File: src/rtl/rast_pkg.sv
// Shared types and helpers for the raster sample-walk stage.
//   SIGFIG   : width of a signed fixed-point screen coordinate
//   RADIX    : number of fraction bits in a coordinate
//   ss_w_lg2 : log2 of subsamples per pixel edge from the one-hot subsample mode
//   step_of  : subsample grid pitch in fixed point for a given ss_w_lg2
package rast_pkg;

    localparam int SIGFIG = 24;
    localparam int RADIX  = 10;
    localparam int AXIS   = 3;
    localparam int ONE    = 1 << RADIX;

    typedef enum logic {WAIT, TEST} walk_state_t;

    typedef logic signed [SIGFIG-1:0] fixed_t;

    // Anything that is not one-hot falls back to one sample per pixel.
    function automatic logic [1:0] ss_w_lg2(input logic [3:0] ss);
        case (ss)
            4'b0001: return 2'd3;
            4'b0010: return 2'd2;
            4'b0100: return 2'd1;
            default: return 2'd0;
        endcase
    endfunction

    // ONE >> lg2 is the same value as 1 << (RADIX - lg2).
    function automatic fixed_t step_of(input logic [1:0] lg2);
        return fixed_t'(ONE >> lg2);
    endfunction

endpackage

File: src/rtl/sample_step_gen.sv
// Next-sample computation for the raster walk (pure combinational).
//   i_x, i_y     : current sample position
//   i_ll_x       : snapped lower-left x, used as the row restart column
//   i_ur_x/i_ur_y: upper-right corner of the box (inclusive)
//   i_step       : grid pitch
//   o_next_x/y   : position of the following sample
//   o_row_end    : x + step leaves the box, next sample starts a new row
//   o_done       : current sample is the last one of the box
module sample_step_gen
    import rast_pkg::*;
(
    input  fixed_t i_x,
    input  fixed_t i_y,
    input  fixed_t i_ll_x,
    input  fixed_t i_ur_x,
    input  fixed_t i_ur_y,
    input  fixed_t i_step,
    output fixed_t o_next_x,
    output fixed_t o_next_y,
    output logic   o_row_end,
    output logic   o_done
);

    fixed_t w_nx;
    fixed_t w_ny;

    assign w_nx      = i_x + i_step;
    assign w_ny      = i_y + i_step;
    assign o_row_end = (w_nx > i_ur_x);
    assign o_done    = o_row_end && (w_ny > i_ur_y);
    assign o_next_x  = o_row_end ? i_ll_x : w_nx;
    assign o_next_y  = o_row_end ? w_ny : i_y;

endmodule

File: src/rtl/sample_walk_ctrl.sv
// Sample-walk controller: accepts one bounding box per triangle and walks it in
// raster order on the subsample grid, one sample per cycle.
//   clk, rst          : clock, synchronous active-low reset
//   validTri_R13H     : bbox valid from the bbox stage
//   box_R13S          : [0]=ll(x,y), [1]=ur(x,y), signed fixed point
//   subSample_RnnnnU  : one-hot subsample mode, [0]=8x8 .. [3]=1x1
//   stall_R15H        : downstream stall, hold current sample
//   halt_R13H         : bbox stage must hold, box not accepted
//   sample_R14S       : current sample (x,y)
//   validSamp_R14H    : sample_R14S valid
//   lastSamp_R14H     : current sample is the final one of the box
//
// state | meaning
// WAIT  | idle, accepts a box when valid and not stalled
// TEST  | walking the box, one sample per unstalled cycle
module sample_walk_ctrl
    import rast_pkg::*;
(
    input  logic                          clk,
    input  logic                          rst,
    input  logic                          validTri_R13H,
    input  logic [1:0][1:0][SIGFIG-1:0]   box_R13S,
    input  logic [3:0]                    subSample_RnnnnU,
    input  logic                          stall_R15H,
    output logic                          halt_R13H,
    output logic [1:0][SIGFIG-1:0]        sample_R14S,
    output logic                          validSamp_R14H,
    output logic                          lastSamp_R14H
);

    walk_state_t r_state;
    logic [1:0]  r_lg2;
    fixed_t      r_ll_x;
    fixed_t      r_ur_x;
    fixed_t      r_ur_y;
    fixed_t      r_x;
    fixed_t      r_y;
    logic        r_valid;

    fixed_t      w_step;
    fixed_t      w_acc_step;
    fixed_t      w_acc_mask;
    fixed_t      w_next_x;
    fixed_t      w_next_y;
    logic        w_row_end;
    logic        w_done;

    // Walk pitch comes from the latched mode; the live mode only matters at accept.
    assign w_step     = step_of(r_lg2);
    assign w_acc_step = step_of(ss_w_lg2(subSample_RnnnnU));
    assign w_acc_mask = ~(w_acc_step - fixed_t'(1));

    sample_step_gen u_step_gen (
        .i_x       (r_x),
        .i_y       (r_y),
        .i_ll_x    (r_ll_x),
        .i_ur_x    (r_ur_x),
        .i_ur_y    (r_ur_y),
        .i_step    (w_step),
        .o_next_x  (w_next_x),
        .o_next_y  (w_next_y),
        .o_row_end (w_row_end),
        .o_done    (w_done)
    );

    assign halt_R13H      = (r_state == TEST);
    assign sample_R14S[0] = r_x;
    assign sample_R14S[1] = r_y;
    assign validSamp_R14H = r_valid;
    assign lastSamp_R14H  = r_valid && w_done;

    always_ff @(posedge clk) begin
        if (!rst) begin
            r_state <= WAIT;
            r_lg2   <= 2'd0;
            r_ll_x  <= '0;
            r_ur_x  <= '0;
            r_ur_y  <= '0;
            r_x     <= '0;
            r_y     <= '0;
            r_valid <= 1'b0;
        end else begin
            case (r_state)
                WAIT: begin
                    if (validTri_R13H && !stall_R15H) begin
                        r_lg2   <= ss_w_lg2(subSample_RnnnnU);
                        r_ll_x  <= fixed_t'(box_R13S[0][0]) & w_acc_mask;
                        r_ur_x  <= fixed_t'(box_R13S[1][0]);
                        r_ur_y  <= fixed_t'(box_R13S[1][1]);
                        r_x     <= fixed_t'(box_R13S[0][0]) & w_acc_mask;
                        r_y     <= fixed_t'(box_R13S[0][1]) & w_acc_mask;
                        r_valid <= 1'b1;
                        r_state <= TEST;
                    end
                end
                TEST: begin
                    if (!stall_R15H) begin
                        if (w_done) begin
                            r_valid <= 1'b0;
                            r_state <= WAIT;
                        end else begin
                            r_x <= w_next_x;
                            r_y <= w_next_y;
                        end
                    end
                end
                default: r_state <= WAIT;
            endcase
        end
    end

    // w_row_end is consumed inside the step generator's next-position mux;
    // keep it observable here so the row boundary is visible at the top.
    logic w_row_end_unused;
    assign w_row_end_unused = w_row_end;

endmodule

File: config.mk
export PLATFORM = sky130hd
export DESIGN_NAME = sample_walk_ctrl
export DESIGN_NICKNAME = d
export VERILOG_FILES = /design/src/rtl/rast_pkg.sv /design/src/rtl/sample_step_gen.sv /design/src/rtl/sample_walk_ctrl.sv
export SDC_FILE = /design/constraint.sdc
export NUM_CORES = 1
export LEC_CHECK = 0
export ABC_AREA = 1
export CAP_MARGIN = 20
export CORE_MARGIN = 1.5
export CORE_UTILIZATION = 40
export CTS_BUF_LIST = sky130_fd_sc_hd__clkbuf_4 sky130_fd_sc_hd__clkbuf_8 sky130_fd_sc_hd__clkbuf_16
export DETAILED_ROUTE_END_ITERATION = 16
export DONT_BUFFER_PORTS = 1
export PLACE_DENSITY = 0.56
export SLEW_MARGIN = 20
export SYNTH_ARGS = -nofsm -noshare
export SYNTH_HDL_FRONTEND = slang
export SYNTH_HIERARCHICAL = 1
export SYNTH_SLANG_ARGS = --single-unit
File: constraint.sdc
create_clock -name clk -period 7.4 [get_ports clk]
set_clock_uncertainty 0.05 [all_clocks]
set_input_delay 1.48 -clock clk [delete_from_list [all_inputs] [get_ports clk]]
set_output_delay 1.48 -clock clk [all_outputs]
set_load 0.05 [all_outputs]
==> results by group <==
Drt
  • DRT iter0 DRCs: 667
  • Via Count: 9917
  • Drt drc: 0
  • Detailed Routing Iterations Pass 1: 5
  • Routed len/inst: 15.2 µm
  • Routed wire length: 30600 µm
  • Final ANT Viol Nets: 0
  • Drt via density: 4.94

Clock network
  • CTS tree: done
  • Clk sinks: 117
  • Post-CTS sizing: 0
  • Clock transition at path regs: 0.06 ns
  • Clock root buffer: clkbuf_16
  • # H-tree levels: 4
  • TritonCTS Buffers: 17
  • Clock Tree Buf Depth: 2
  • Post-CTS Setup Inserts: 0
  • Later-pin clock latency in the skew report: 0.42 ns
  • CTS hold repair buffers: 0

Outcome
  • Status: finished clean

Placement
  • DPL Wire Length: 23200 µm
  • Routability Congestion: 0.923
  • Inst Count DP: 1974
  • Worst Setup Slack post-DPL: 1.88 ns
  • Port Buf Inserts: 0

Floorplanning
  • Die Area: 25700 µm²
  • Die X: 160 µm
  • Ports: 155
  • Core area: 24300 µm²
  • Core Rows: 57
  • Die H: 160 µm
  • Starting density of the core: 40.8%

Global route
  • First-pass GRT wire length: 48600 µm
  • Pin count of the biggest net entering global routing: 67
  • GRT Overall Usage: 24.1%
  • Initial antenna violation count: 2
  • Remaining global-route overflow: 0
  • Vias in the first global route: 9111

Critical path
  • Worst EP required: 5.87 ns
  • Setup CP Type: reg2out
  • R2R cell count: 24
  • Maximum fanout along the worst path: 4
  • Reg2reg start: r_x[8]$_SDFFE_PN0P_
  • CP Data Arrival Time: 4.43 ns
  • Reg2reg setup slack: 2.21 ns
  • Worst R2R End: r_y[1]$_SDFFE_PN0P_
  • Nature of the critical path endpoint: output port
  • Worst setup path end: lastSamp_R14H
  • Worst setup SP type: register
  • Critical path launch point: r_x[8]$_SDFFE_PN0P_

Finish
  • Register area: 2340 µm²
  • Filler-free cell count of the finished design: 2008
  • Area of the multi-input gates: 6660 µm²
  • Fin nets: 1870
  • Area Growth Syn to Fin: 8.84%
  • Fraction of layout cells with a size suffix above 1: 4.58%
  • FILL cells: 2654

STA
  • Fin worst setup slack: 1.44 ns
  • Pins Over Slew Limit: 0
  • FMAX: 168 MHz
  • Crit share post-route: 80.5%
  • Final min period: 5.96 ns
  • Final setup viols: 0
  • Relative slew margins: 50.1%
  • Final hold vios: 0
  • RSZ-0062 raised after global routing: false
  • Worst Max-Slew Pin Slew: 0.747 ns
  • Setup_tns: 0 ns

Logic synthesis
  • Synthesized area: 9910 µm²
  • Mapped Avg Cell Area: 5.99 µm²
  • Post-synthesis instance total: 1655
  • Synth Warn #: 6

Power and ir drop
  • PnR Total Power: 3.51 mW
  • Pwr dens: 326 nW/µm²
  • LEAKAGE: 5.45 nW
  • Worst vdd ir: 230 µV

Run
  • Maximum capacitance violations: 0

Hold path
  • Hold path cells: 2
  • Worst min path class: reg2reg
[layout by cell type, fill, tap and decap left out, types with 5 or more instances in the layout]
cell type and count:
xor2_1 21, nor2_1 154, nand3_2 23, nand4_1 17
inv_1 187, ha_1 95, o21ai_1 28, o21ai_0 41
buf_4 7, dfxtp_1 116, clkinv_4 5, a21oi_1 131
inv_6 5, nand3_1 88, nand2_1 647, xnor2_1 6
conb_1 49, clkbuf_16 17
[per-layer routing]
metal  share of wire (%)  up-vias  wire (µm)  GRT usage, %
met4                 1.6        0        484          6.12
li1                    -     5218          -             -
met3                 7.3       26       2230          5.48
met2                  40      299      12200          35.0
met1                  51     4374      15700          35.6
met5                   0        -          0             0
[state kept, by name (all words and copies together) (netlist names)]
register	count
halt_R13H	1
r_ll_x	17
r_lg2	2
r_y	24
validSamp_R14H	1
r_ur_y	24
r_x	24
r_ur_x	24
[how the worst min path moves through the flow]
stage	from	end	slack, ns
global placement	r_ll_x[23]$_SDFFE_PN0P_	r_ll_x[23]$_SDFFE_PN0P_	0.40
finish	r_ur_y[4]$_SDFFE_PN0P_	r_ur_y[4]$_SDFFE_PN0P_	0.41
detailed placement	r_ur_y[3]$_SDFFE_PN0P_	r_ur_y[3]$_SDFFE_PN0P_	0.41
global route	r_ur_y[17]$_SDFFE_PN0P_	r_ur_y[17]$_SDFFE_PN0P_	0.43
CTS	r_ur_y[17]$_SDFFE_PN0P_	r_ur_y[17]$_SDFFE_PN0P_	0.42
floorplan	r_ur_y[10]$_SDFFE_PN0P_	r_ur_y[10]$_SDFFE_PN0P_	0.39
[power breakdown]
| group | total (mW) | switching, mW | internal [mW] | leakage, nW |
|---|---|---|---|---|
| Sequential | 0.994 | 0.287 | 0.707 | 0.960 |
| Clock | 0.854 | 0.349 | 0.505 | 0.291 |
| Combinational | 1.67 | 1.13 | 0.534 | 4.20 |
| Total | 3.51 | 1.77 | 1.75 | 5.45 |
[cell type report]
type                            instances  area share, %
Inverter                              192           6.73
Antenna cell                            2         0.0464
Clock inverter                         15           1.59
Multi-Input combinational cell       1334           61.7
Timing Repair Buffer                    7          0.487
Clock buffer                           17           3.94
Tap cell                              324           3.76
Sequential cell                       117           21.7
[critical path, stage by stage (launching register included)]
cell and delay (ns):
dfxtp_1 0.72, ha_1 0.39, a21oi_1 0.30, o21ai_0 0.21
o21ai_0 0.30, nand3_1 0.11, nand2_1 0.07, nand2_1 0.14
ha_1 0.33, nand2_1 0.14, inv_1 0.05, nand2_1 0.06
a21oi_1 0.06, nor2_1 0.20, nand3_2 0.11, nand2_1 0.08
nand3_2 0.08, nor2_1 0.23, nand2_1 0.08, inv_1 0.34
[stage by stage]
stage | hold WS (ns) | utilization (%) | instance area (µm²)
floorplan | 0.394 | - | 10100
global placement | 0.403 | 41.9 | 10200
detailed placement | 0.405 | 41.9 | 10200
CTS | 0.415 | 44.3 | 10800
global route | 0.432 | 44.3 | 10800
finish | 0.414 | 44.4 | 10800
Power figures use the tool's default switching activity.
